File: config.mk
export PLATFORM = sky130hd
export DESIGN_NAME = nrf_spi_responder
export DESIGN_NICKNAME = d
export VERILOG_FILES = /design/src/rtl/nrf_spi_responder.sv
export SDC_FILE = /design/constraint.sdc
export NUM_CORES = 1
export LEC_CHECK = 0
export ABC_AREA = 1
export CELL_PAD_IN_SITES_DETAIL_PLACEMENT = 1
export CELL_PAD_IN_SITES_GLOBAL_PLACEMENT = 1
export CORE_MARGIN = 2
export CORE_UTILIZATION = 44
export DETAILED_ROUTE_END_ITERATION = 12
export HOLD_SLACK_MARGIN = 0.08
export MAX_ROUTING_LAYER = met4
export PLACE_DENSITY_LB_ADDON = 0.1
export SLEW_MARGIN = 0
export SYNTH_ARGS = -nofsm -noshare
export SYNTH_HDL_FRONTEND = slang
export SYNTH_SLANG_ARGS = --single-unit
File: constraint.sdc
create_clock -name clk_in -period 2.85 [get_ports clk_in]
set_input_delay 0.57 -clock clk_in [delete_from_list [all_inputs] [get_ports clk_in]]
set_output_delay 0.57 -clock clk_in [all_outputs]
set_load 0.005 [all_outputs]
File: src/rtl/nrf_spi_responder.sv
// nRF24L01-style SPI mode-0 responder: STATUS on every command byte, a 32x8 register
// file, a write-payload sink and a read-payload source, all oversampled on clk_in.
module nrf_spi_responder #(
  parameter int unsigned SYNC_STAGES = 2,
  parameter logic [7:0]  STATUS_RST  = 8'h0E
) (
  input  logic       clk_in,
  input  logic       key0_rst,
  input  logic       sck,
  input  logic       csn,
  input  logic       mosi,
  output logic       miso,
  input  logic [2:0] irq_set,
  output logic       irq_n,
  output logic [7:0] reg_config,
  output logic [7:0] reg_rf_ch,
  output logic [7:0] tx_pl_data,
  output logic       tx_pl_valid,
  input  logic [7:0] rx_pl_data,
  output logic       rx_pl_pop,
  output logic       cmd_done
);

  typedef enum logic [2:0] {IDLE, CMD, RD_REG, WR_REG, WR_PL, RD_PL, IGNORE} state_t;

  state_t state, state_next;

  logic [SYNC_STAGES-1:0] sck_sync, csn_sync, mosi_sync;
  logic                   sck_d, csn_d;
  logic                   sck_s, csn_s, mosi_s;
  logic                   sck_rise, csn_rise, csn_fall, shift_rise, byte_done;

  logic [7:0]       shift_out;
  logic [6:0]       shift_in;
  logic [7:0]       in_byte;
  logic [2:0]       bit_cnt;
  logic [4:0]       addr, rd_sel;
  logic             got_byte;
  logic [2:0]       status_irq, status_clr;
  logic [7:0]       status_val, rd_data;
  logic [31:0][7:0] regs;
  logic             wr_allowed;

  always_ff @(posedge clk_in or negedge key0_rst) begin
    if (!key0_rst) begin
      sck_sync  <= '0;
      csn_sync  <= '1;
      mosi_sync <= '0;
      sck_d     <= 1'b0;
      csn_d     <= 1'b1;
    end else begin
      sck_sync  <= {sck_sync[SYNC_STAGES-2:0], sck};
      csn_sync  <= {csn_sync[SYNC_STAGES-2:0], csn};
      mosi_sync <= {mosi_sync[SYNC_STAGES-2:0], mosi};
      sck_d     <= sck_s;
      csn_d     <= csn_s;
    end
  end

  assign sck_s      = sck_sync[SYNC_STAGES-1];
  assign csn_s      = csn_sync[SYNC_STAGES-1];
  assign mosi_s     = mosi_sync[SYNC_STAGES-1];
  assign sck_rise   = sck_s & ~sck_d;
  assign csn_rise   = csn_s & ~csn_d;
  assign csn_fall   = ~csn_s & csn_d;
  assign shift_rise = sck_rise & ~csn_s & (state != IDLE);
  assign byte_done  = shift_rise & (bit_cnt == 3'd7);
  assign in_byte    = {shift_in, mosi_s};

  // STATUS is synthesised: only the three interrupt flags are stored.
  assign status_val = {1'b0, status_irq, 3'b111, 1'b0};
  assign rd_sel     = (state == CMD) ? in_byte[4:0] : addr;
  assign rd_data    = (rd_sel == 5'h07) ? status_val : regs[rd_sel];
  assign wr_allowed = (addr != 5'h07) && (addr != 5'h08) && (addr != 5'h09) && (addr != 5'h17);
  assign status_clr = (byte_done && state == WR_REG && addr == 5'h07) ? in_byte[6:4] : '0;

  always_ff @(posedge clk_in or negedge key0_rst) begin
    if (!key0_rst) state <= IDLE;
    else           state <= state_next;
  end

  always_comb begin
    state_next = state;
    if (csn_rise) begin
      state_next = IDLE;
    end else if (csn_fall) begin
      state_next = CMD;
    end else if (byte_done && state == CMD) begin
      casez (in_byte)
        8'b000?????: state_next = RD_REG;
        8'b001?????: state_next = WR_REG;
        8'hA0:       state_next = WR_PL;
        8'h61:       state_next = RD_PL;
        default:     state_next = IGNORE;
      endcase
    end
  end

  always_ff @(posedge clk_in or negedge key0_rst) begin
    if (!key0_rst) begin
      shift_out   <= '0;
      shift_in    <= '0;
      bit_cnt     <= '0;
      addr        <= '0;
      got_byte    <= 1'b0;
      tx_pl_data  <= '0;
      tx_pl_valid <= 1'b0;
      rx_pl_pop   <= 1'b0;
      cmd_done    <= 1'b0;
      status_irq  <= STATUS_RST[6:4];
      regs        <= '0;
      regs[0]     <= 8'h08;
      regs[1]     <= 8'h3F;
      regs[2]     <= 8'h03;
      regs[3]     <= 8'h03;
      regs[4]     <= 8'h03;
      regs[5]     <= 8'h02;
      regs[6]     <= 8'h0E;
    end else begin
      tx_pl_valid <= 1'b0;
      rx_pl_pop   <= 1'b0;
      cmd_done    <= 1'b0;
      // set has priority over a same-cycle write-1-to-clear
      status_irq  <= (status_irq & ~status_clr) | irq_set;
      if (csn_rise) begin
        bit_cnt   <= '0;
        cmd_done  <= got_byte;
        got_byte  <= 1'b0;
        shift_out <= '0;
      end else if (csn_fall) begin
        shift_out <= status_val;
        bit_cnt   <= '0;
        got_byte  <= 1'b0;
      end else if (shift_rise) begin
        shift_in  <= in_byte[6:0];
        shift_out <= {shift_out[6:0], 1'b0};
        bit_cnt   <= bit_cnt + 3'd1;
        if (bit_cnt == 3'd7) begin
          got_byte  <= 1'b1;
          shift_out <= '0;
          case (state)
            CMD: begin
              addr <= in_byte[4:0];
              if (state_next == RD_REG) begin
                shift_out <= rd_data;
              end else if (state_next == RD_PL) begin
                shift_out <= rx_pl_data;
                rx_pl_pop <= 1'b1;
              end
            end
            RD_REG: shift_out <= rd_data;
            WR_REG: if (wr_allowed) regs[addr] <= in_byte;
            WR_PL: begin
              tx_pl_data  <= in_byte;
              tx_pl_valid <= 1'b1;
            end
            RD_PL: begin
              shift_out <= rx_pl_data;
              rx_pl_pop <= 1'b1;
            end
            default: ;
          endcase
        end
      end
    end
  end

  assign miso       = ~csn & (state != IDLE) & shift_out[7];
  assign irq_n      = ~|(status_irq & ~regs[0][6:4]);
  assign reg_config = regs[0];
  assign reg_rf_ch  = regs[5];

endmodule

==> results.txt <==
----------------------------------------------------
[Timing]
  Number of failing setup endpoints in the final timing report ... 0
  Final worst-path cycle share ... 95.40%
  Final Max Slew Viols ... 0
  Max Freq ... 367.8 MHz
  Least-Margin Pin Slew ... 0.7966 ns
  Setup repair after global routing missed its margin ... true
  Final setup slack of the worst path ... 0.1312 ns
  Max-Slew Margin vs Limit ... 46.70%
  Number of hold violations in the final report ... 0
  Worst hold slack after final layout ... 0.3477 ns
  Sum of negative setup slack ... 0 ns
  Crit path time final ... 2.719 ns
  Setup clock skew after layout ... 0.02447 ns

[Synth]
  Synthesized-area fraction occupied by adder cells ... 0.3544%
  Combinational family with the most area after synthesis ... simple AND/OR/NAND/NOR gates
  Net Count, Synth ... 1731
  Average cell area after synthesis ... 8.253 um^2
  Number of unique standard cell types used by synthesis ... 40
  Most area-consuming cells after synthesis ... dfrtp_1, nand2_1, o21ai_0
  Register bit total from synthesis ... 302
  Total number of yosys warnings ... 0
  Post-synthesis compound-gate area fraction ... 13.72%
  Share of synthesized area occupied by flip-flops and latches ... 53.69%
  Cell taking the most area after synthesis ... dfrtp_1
  Share of flip-flops with an asynchronous set or reset after synthesis ... 100.0%
  Instance count of the mapped netlist ... 1711
  Mux contribution to synthesized area ... 0%
  Portion of synthesized cell area occupied by the leading cell type ... 49.97%
  Commonest register cell after synthesis ... dfrtp_1
  Synth Area in Simple Gates ... 25.16%
  Number of synthesized flops with an enable pin ... 0
  Cell area after synthesis ... 0.01412 mm^2
  Xor and xnor area share after synthesis ... 0%

[Flow run]
  Max-cap violation count ... 0

[GRT]
  GR Overflow Total ... 0
  Largest net degree at the start of global routing ... 62
  Overall routing resource usage ... 29.19%
  Global-route wire length before repair ... 73900 um
  Via count of the first global-routing pass ... 12713
  Number of antenna violations at the first check in global routing ... 0

[Power and ir drop]
  Switching power as a share of total power ... 27.42%
  Net Switching ... 2.843 mW
  Clock network power share ... 44.9%
  Fraction of power consumed by combinational cells ... 12.8%
  Leakage power figure ... 7.339 nW
  Power density over the cells ... 634.2 mW/mm^2
  Worst vdd ir ... 412.5 uV
  Sequential power share ... 42.3%
  Internal power ... 7.523 mW

[Critical path]
  Kind of start point of the critical path ... register
  Number of buffer and inverter instances along the worst setup path ... 4
  Crit path kind ... reg2reg
  CP cell instances ... inv_1 -> ha_1 -> inv_1 -> or2_1 -> a221oi_1 -> nand2_1 -> inv_4 -> nand4_1 -> buf_4 -> nand2_1 -> o21ai_0
  Maximum fanout encountered on the critical timing path ... 21
  Slowest stage cell, crit path ... dfstp_2
  CP arrival ... 3.11 ns
  Slowest cell delay on critical path ... 0.57 ns
  Crit path required time ... 3.25 ns
  Cell type group with the largest total delay on the critical path ... simple AND/OR/NAND/NOR gates
  Kind of end point of the critical path ... register

[Final layout]
  Storage element area ... 0.007582 mm^2
  Layout overhead on the synthesized area ... 15.74%
  Antenna diode count ... 0
  Multi-input combinational cell area ... 0.005590 mm^2
  Proportion of layout cells with a drive suffix above 1 ... 13.33%
  NumNets Final ... 1743
  Final core utilization ... 51.80%
  Number of inserted filler cells in the final layout ... 3724
  Non-filler cells in the finished layout ... 2150

[Clocking]
  CTS tree ... built
  Clock sink count ... 302
  Worst-case clock buffer depth ... 3
  Clock latency on the worst-skew pair ... 0.54 ns
  Buffer cell driving the clock tree root ... clkbuf_16
  Reg clk slew, reported paths ... 0.06 ns
  Number of H-tree levels ... 2
  TritonCTS buffer count ... 37

[Die]
  Initial Util ... 44.75%
  Area of the die ... 0.03354 mm^2
  Number of top-level pins ... 45
  Core footprint ... 0.03156 mm^2
  Cell Rows ... 65
  Horizontal extent of the die ... 183.1 um
  Die Y-Extent ... 183.1 um

[Detailed routing]
  DRT iter0 DRCs ... 920
  Vias post-DR ... 12022
  Via count normalized by instance count ... 5.592
  Post-route DRC violation count ... 0
  Wire length reported by the detailed router ... 45790 um
  Residual antenna-violating net count after detailed routing ... 0
  Avg WL per Cell ... 21.30 um
  DR pass1 iterations ... 5

[Place]
  Number of buffers added on ports ... 44
  Half-perimeter wire length of the detailed placement result ... 29680 um
  Worst slack, placed ... 0.07508 ns
  Cell total after placement ... 2080
  Last weighted congestion value of the routability-driven placer ... 0.8968

[Run status]
  Result of the run ... finished clean

[Worst hold path]
  Kind of path behind the tightest hold check ... reg2reg

----------------------------------------------------
## state kept, by name, summed over array words and instances (netlist names), 2 cells and up
name / count
sck_sync: 2
csn_sync: 2
tx_pl_data: 8
regs: 237
mosi_sync: 2
reg_config: 8
bit_cnt: 3
status_irq: 3
state: 3
addr: 5
shift_out: 8
shift_in: 7
reg_rf_ch: 8
## synthesized netlist by cell type (3+ instances only)
library cell and number:
nand2_1 568, dfrtp_1 282, o21ai_0 188, nand3_1 176, clkbuf_1 88, o21ai_1 61
nor2_1 57, inv_1 50, o21ai_2 37, buf_2 31, a21oi_1 30, buf_4 25
dfstp_2 20, nand4_1 13, o211ai_1 12, inv_2 11, nor3_1 9, buf_6 7
nand2_4 7, buf_1 5, ha_1 4, nor4_1 3, o21bai_1 3, o22ai_1 3
## per-layer routing
metal | track usage (%) | routed length (um) | vias to the layer above
met5 | - | 0 | -
met3 | 4.230 | 1811 | 68
li1 | - | - | 5619
met2 | 45.73 | 21460 | 233
met4 | 8.288 | 1294 | 0
met1 | 39.86 | 21220 | 6102
## timing repair
action / 4_1_cts / 5_1_grt
setup buffers: 0 / 4
hold buffers: 1 / 0
endpoints found under the setup margin: 0 / 158
resized for setup: 0 / 13
hold endpoints to repair: 56 / 0
## path summary, 6_finish.rpt
check                             from      endpoint  slack, ns  depth (start not counted)
max                        csn_sync[1]  reg_rf_ch[2]       0.13                         11
min                        sck_sync[0]   sck_sync[1]       0.35                          0
max reg2reg                csn_sync[1]  reg_rf_ch[2]       0.13                         11
min reg2reg                sck_sync[0]   sck_sync[1]       0.35                          0
max in group asynchronous     key0_rst  reg_rf_ch[1]       1.48                          3
min in group asynchronous     key0_rst     regs[218]       0.58                          2
## cell usage in the layout (no fill, tap or decap), types with 10 or more instances in the layout
cell,n
buf_12,11
dfstp_2,20
buf_4,68
dfrtp_1,282
o21ai_0,188
nor2_1,56
a21oi_1,29
inv_2,11
clkdlybuf4s50_1,43
nand3_1,175
clkbuf_16,38
o211ai_1,12
clkbuf_1,10
inv_1,49
nand2_1,565
nand4_1,13
o21ai_2,37
o21ai_1,60
## logic make-up after synthesis
family          count (synthesis)
compound gates                344
buf+inv                       217
simple gates                  844
flops                         302
fa+ha+maj                       4
## through the flow
stage / instance area [um^2] / total power, mW
global route: 16340 / 10.76
floorplan: 14120 / 5.147
detailed placement: 15050 / 5.748
finish: 16340 / 10.37
CTS: 16240 / 10.42
global placement: 15050 / 5.739
## layout make-up
cell class | instances | area share (%)
timing repair buffer | 129 | 7.686
inverter | 61 | 1.416
clock buffer | 52 | 6.316
sequential | 302 | 46.39
clock inverter | 12 | 0.9110
multi-input combinational | 1192 | 34.20
tap | 402 | 3.077
## power by group through the flow
stage | sequential [mW] | combinational (mW) | clock (mW)
floorplan | 4.44 | 0.704 | 0
global placement | 4.45 | 1.28 | 0
detailed placement | 4.46 | 1.29 | 0
CTS | 4.38 | 1.30 | 4.74
global route | 4.39 | 1.44 | 4.93
finish | 4.38 | 1.33 | 4.66
## worst register-to-register path, stage by stage, from the launching register on
cell      delay [ns]
dfstp_2         0.57
inv_1           0.06
ha_1            0.33
inv_1           0.10
or2_1           0.28
a221oi_1        0.23
nand2_1         0.18
inv_4           0.24
nand4_1         0.19
buf_4           0.25
nand2_1         0.08
o21ai_0         0.08
Power figures use the tool's default switching activity.
==> RTL change 1: new RTL, same settings <==
Change the parameter `SYNC_STAGES` from 2 to 4.
--- a/src/rtl/nrf_spi_responder.sv
+++ b/src/rtl/nrf_spi_responder.sv
@@ -3,3 +3,3 @@
 module nrf_spi_responder #(
-  parameter int unsigned SYNC_STAGES = 2,
+  parameter int unsigned SYNC_STAGES = 4,
   parameter logic [7:0]  STATUS_RST  = 8'h0E
Function: not settled (the Yosys comparison gave no result); the edit may change what the design does.
==> RTL change 1 against the original RTL <==
  * Worst setup slack better by 0.058 ns
  * Worst hold slack better by 0.0015 ns
  * Via count is 0.86% lower
  * Routed wire length is 1.4% lower
  * Total power is 0.76% higher
  * Sequential cell count is 7 higher
  * Cell area is 0.68% higher
  * Synthesized area is 1.1% higher
  * Largest cell class unchanged
  * Largest power group unchanged
==> RTL change 1: results (changes against the original RTL) <==
.. list-table::
   :header-rows: 1

   * - Metric
     - Value
   * - Synthesized-area fraction occupied by adder cells
     - 0.3505% (was 0.3544%)
   * - Clock latency of the later-clocked register in the worst-skew pair
     - 0.52 ns (was 0.54 ns)
   * - Placement-stage worst setup slack
     - 0.05422 ns (was 0.07508 ns)
   * - Met1 wire length
     - 21.52 mm (was 21.22 mm)
   * - P_sw
     - 2.837 mW (was 2.843 mW)
   * - Combined flip-flop and latch cell area
     - 7760 sq um (was 7582 sq um)
   * - Met2 GRT Util
     - 44.65% (was 45.73%)
   * - DR vias
     - 11,920 (was 12,020)
   * - Non-clock buffering overhead
     - 7.140% (was 7.686%)
   * - TritonCTS buffer count
     - 36 (was 37)
   * - Number of clock buffers in the layout
     - 57 (was 52)
   * - Worst hold margin
     - 0.3492 ns (was 0.3477 ns)
   * - Clock tree skew after final layout
     - 0.01716 ns (was 0.02447 ns)
   * - P per Cell Area
     - 634.7 nW/um^2 (was 634.2 nW/um^2)
   * - Final GP Congestion
     - 0.8779 (was 0.8968)
   * - Standby leakage power
     - 7.171 nW (was 7.339 nW)
   * - Peak supply drop
     - 0.6125 mV (was 0.4125 mV)
   * - Number of fillers in the final layout
     - 3,680 (was 3,724)
   * - Multi-input combinational cell count
     - 1,180 (was 1,192)
   * - Routed wl met3
     - 1.330 mm (was 1.811 mm)
   * - Hpwl dp
     - 28.90 mm (was 29.68 mm)
   * - Switching share of total power
     - 27.16% (was 27.42%)
   * - Share of final layout cell area taken by clock buffers and inverters
     - 7.147% (was 7.227%)
   * - Share of cells above drive strength 1
     - 11.62% (was 13.33%)
   * - 1st-iter DRT viols
     - 858 (was 920)
   * - Most used standard cells in the synthesized netlist
     - sky130_fd_sc_hd__nand2_1, sky130_fd_sc_hd__dfrtp_1, sky130_fd_sc_hd__o21ai_0 (unchanged)
   * - Number of flip-flops in the largest register
     - 238 (was 237)
   * - Clock distribution power
     - 4.59 mW (was 4.66 mW)
   * - Hold Path Origin
     - mosi_sync[1] (was sck_sync[0])
   * - Total placed cells including tap cells
     - 2,063 (was 2,080)
   * - Post-place instance area
     - 15,170 sq um (was 15,050 sq um)
   * - Status
     - completed (unchanged)
   * - Final wirelength
     - 45.13 mm (was 45.79 mm)
   * - Worst slew margin
     - 32.53% (was 46.70%)
   * - Per-cell via count in the routed design
     - 5.591 (was 5.592)
-- RTL change 1: changes by cell type after synthesis, moves of 6 or more --
cell / delta
sky130_fd_sc_hd__nand2_1: -25
sky130_fd_sc_hd__nand2_4: -7
sky130_fd_sc_hd__nand3_1: -9
sky130_fd_sc_hd__nand3_2: +12
sky130_fd_sc_hd__nand4_4: +6
sky130_fd_sc_hd__o21ai_1: +45
sky130_fd_sc_hd__o21ai_2: -34
-- RTL change 1: how the worst max path moves through the flow --
stage	slack, ns	endpoint	start	cells after the start
after floorplan	0.44	regs[206]	csn_sync[3]	12
after global placement	0.13	regs[29]	csn_sync[3]	11
after detailed placement	0.05	regs[123]	csn_sync[3]	11
after CTS	0.04	regs[209]	csn_sync[3]	11
after global routing	0.02	shift_out[4]	state[1]	18
final	0.19	reg_rf_ch[5]	csn_sync[3]	12
-- RTL change 1: what timing repair did --
action                                  4_1_cts  5_1_grt
hold buffers                                  1        0
hold endpoints to repair                     33        0
setup buffers                                 0        1
resized for setup                             0       11
endpoints found under the setup margin        0      112
==> RTL change 2: new RTL, same flow settings <==
Made on the original files. Add an input register stage for `sck`, `csn`, `mosi`, `irq_set` and `rx_pl_data`; this delays them by one clock.
--- a/src/rtl/nrf_spi_responder.sv
+++ b/src/rtl/nrf_spi_responder.sv
@@ -24,2 +24,16 @@
   typedef enum logic [2:0] {IDLE, CMD, RD_REG, WR_REG, WR_PL, RD_PL, IGNORE} state_t;
+
+  logic sck_q;
+  logic csn_q;
+  logic mosi_q;
+  logic [2:0] irq_set_q;
+  logic [7:0] rx_pl_data_q;
+
+  always_ff @(posedge clk_in) begin
+    sck_q        <= sck;
+    csn_q        <= csn;
+    mosi_q       <= mosi;
+    irq_set_q    <= irq_set;
+    rx_pl_data_q <= rx_pl_data;
+  end
 
@@ -51,5 +65,5 @@
     end else begin
-      sck_sync  <= {sck_sync[SYNC_STAGES-2:0], sck};
-      csn_sync  <= {csn_sync[SYNC_STAGES-2:0], csn};
-      mosi_sync <= {mosi_sync[SYNC_STAGES-2:0], mosi};
+      sck_sync  <= {sck_sync[SYNC_STAGES-2:0], sck_q};
+      csn_sync  <= {csn_sync[SYNC_STAGES-2:0], csn_q};
+      mosi_sync <= {mosi_sync[SYNC_STAGES-2:0], mosi_q};
       sck_d     <= sck_s;
@@ -123,3 +137,3 @@
       // set has priority over a same-cycle write-1-to-clear
-      status_irq  <= (status_irq & ~status_clr) | irq_set;
+      status_irq  <= (status_irq & ~status_clr) | irq_set_q;
       if (csn_rise) begin
@@ -146,3 +160,3 @@
               end else if (state_next == RD_PL) begin
-                shift_out <= rx_pl_data;
+                shift_out <= rx_pl_data_q;
                 rx_pl_pop <= 1'b1;
@@ -157,3 +171,3 @@
             RD_PL: begin
-              shift_out <= rx_pl_data;
+              shift_out <= rx_pl_data_q;
               rx_pl_pop <= 1'b1;
@@ -167,3 +181,3 @@
 
-  assign miso       = ~csn & (state != IDLE) & shift_out[7];
+  assign miso       = ~csn_q & (state != IDLE) & shift_out[7];
   assign irq_n      = ~|(status_irq & ~regs[0][6:4]);
Function: not settled (the Yosys comparison gave no result); the edit may change what the design does.
==> RTL change 2 against the original RTL <==
  * Routed wire length is 0.26% higher
  * Cell area hardly changed
  * Synthesized area is 0.73% higher
  * Total power is 2.3% higher
  * Clock power is 2% higher
  * Worst hold slack worse by 0.027 ns
  * Non-clock buffer count is 15 lower
  * Count of clock-buffer cells in the layout is 5 higher
  * Worst setup slack worse by 0.015 ns
  * Sequential cell count is 12 higher
  * Critical path type unchanged
  * Highest routed layer unchanged
==> RTL change 2: results (changes against the original RTL) <==
.. list-table::
   :header-rows: 1

   * - Metric
     - Value
   * - Drt first pass iters
     - 7 (was 5)
   * - Most used standard cells in the synthesized netlist
     - sky130_fd_sc_hd__nand2_1, sky130_fd_sc_hd__dfrtp_1, sky130_fd_sc_hd__o21ai_0 (unchanged)
   * - Clock tree skew after final layout
     - 0.01070 ns (was 0.02447 ns)
   * - First-pass GRT wire length
     - 72.26 mm (was 73.90 mm)
   * - Hold Path Origin
     - mosi_q (was sck_sync[0])
   * - Worst Tran Pin Value
     - 0.8684 ns (was 0.7966 ns)
   * - Deepest level of the CTS H-tree
     - 2 (unchanged)
   * - Max-cap violations
     - 0 (unchanged)
   * - Highest-delay cell along the critical path
     - sky130_fd_sc_hd__dfrtp_1 (was sky130_fd_sc_hd__dfstp_2)
   * - Total nets after synthesis
     - 1,729 (was 1,731)
   * - End point of the worst hold path
     - mosi_sync[0] (was sck_sync[1])
   * - Overall track demand over capacity in global routing
     - 28.61% (was 29.19%)
   * - Number of flip-flops in the largest register
     - 235 (was 237)
   * - Slew Viols, Final
     - 0 (unchanged)
   * - 1st-iter DRT viols
     - 870 (was 920)
   * - DR WL/cell
     - 21.45 um (was 21.30 um)
   * - Status
     - completed (unchanged)
   * - Standby leakage power
     - 7.354 nW (was 7.339 nW)
   * - Final GP Congestion
     - 0.8541 (was 0.8968)
   * - Sequential cell area fraction in the yosys report
     - 54.93% (was 53.69%)
   * - Number of fillers in the final layout
     - 3,741 (was 3,724)
   * - Ys async rst share
     - 95.54% (was 100.0%)
   * - CTS Buffer Depth
     - 3 (unchanged)
   * - Placement-stage worst setup slack
     - 0.002425 ns (was 0.07508 ns)
   * - Maximum number of pins on one net before global-route repair
     - 71 (was 62)
   * - Part of the cycle the worst path needs
     - 95.91% (was 95.40%)
   * - Hpwl dp
     - 29.48 mm (was 29.68 mm)
   * - Share of cells above drive strength 1
     - 11.22% (was 13.33%)
   * - DR vias
     - 12,040 (was 12,020)
   * - Number of synthesized flops with an enable pin
     - 0 (unchanged)
   * - Crit path largest cell delay
     - 0.43 ns (was 0.57 ns)
   * - Number of cell instances on the worst register-to-register path
     - 17 (was 11)
   * - Peak supply drop
     - 0.3963 mV (was 0.4125 mV)
   * - Beginning of the worst register-to-register path
     - state[1] (was csn_sync[1])
   * - Launch point of the critical path
     - state[1] (was csn_sync[1])
   * - CP Capture Point
     - shift_out[3] (was reg_rf_ch[2])
   * - Ranking of synthesized cells by area
     - sky130_fd_sc_hd__dfrtp_1, sky130_fd_sc_hd__nand2_1, sky130_fd_sc_hd__o21ai_0, sky130_fd_sc_hd__nand3_1, sky130_fd_sc_hd__dfstp_2 (unchanged)
==> RTL change 2: per-stage QoR <==
step	cell area (sq um)	cells	hold slack, ns	util, %
6_report	16330	2140	0.3210	51.50
5_1_grt	16330	2140	0.3301	51.50
4_1_cts	16300	2139	0.3212	51.39
3_5_place_dp	15070	2072	0.3210	47.51
3_3_place_gp	15070	2072	0.3170	47.51
2_1_floorplan	14220	1709	0.2744	-
==> RTL change 2: report_power, final <==
group          switching (mW)  internal [mW]
logic                   0.932          0.361
registers              0.0496           4.52
clock network            1.87           2.87
==> RTL change 2: routing by layer <==
| metal | wire length [um] | track usage, % | vias to the layer above |
|---|---|---|---|
| li1 | - | - | 5601 |
| met1 | 21440 | 39.99 | 6078 |
| met2 | 21170 | 44.32 | 279 |
| met3 | 2096 | 3.427 | 82 |
| met4 | 1194 | 7.904 | 0 |
| met5 | 0 | - | - |
==> RTL change 2: layout make-up <==
| type | count | share of cell area [%] |
|---|---|---|
| flip-flops and latches | 314 | 47.83 |
| multi-input cells | 1193 | 33.67 |
| clock buffers | 57 | 6.818 |
| repair buffers | 114 | 6.803 |
| well taps | 402 | 3.080 |
| inverters | 51 | 1.172 |
| clock inverters | 9 | 0.6282 |
==> RTL change 2: timing repair <==
action                                  in CTS  in global routing
pin swaps                                    0                  1
gates cloned                                 0                  1
endpoints found under the setup margin       1                  7
gates resized for setup                      1                  5
hold endpoints to repair                    51                  0
hold buffers                                 1                  0
==> RTL change 2: kinds of logic (layout without fill, tap and decap cells) <==
family	count (synthesis)	count (layout)	synth area share (%)
AO/OA/AOI/OAI	342	342	12.97
adder cells (fa/ha/maj)	4	4	0.3519
buffers and inverters	203	231	6.765
flip-flops	314	314	54.93
AND/OR/NAND/NOR	846	847	24.99
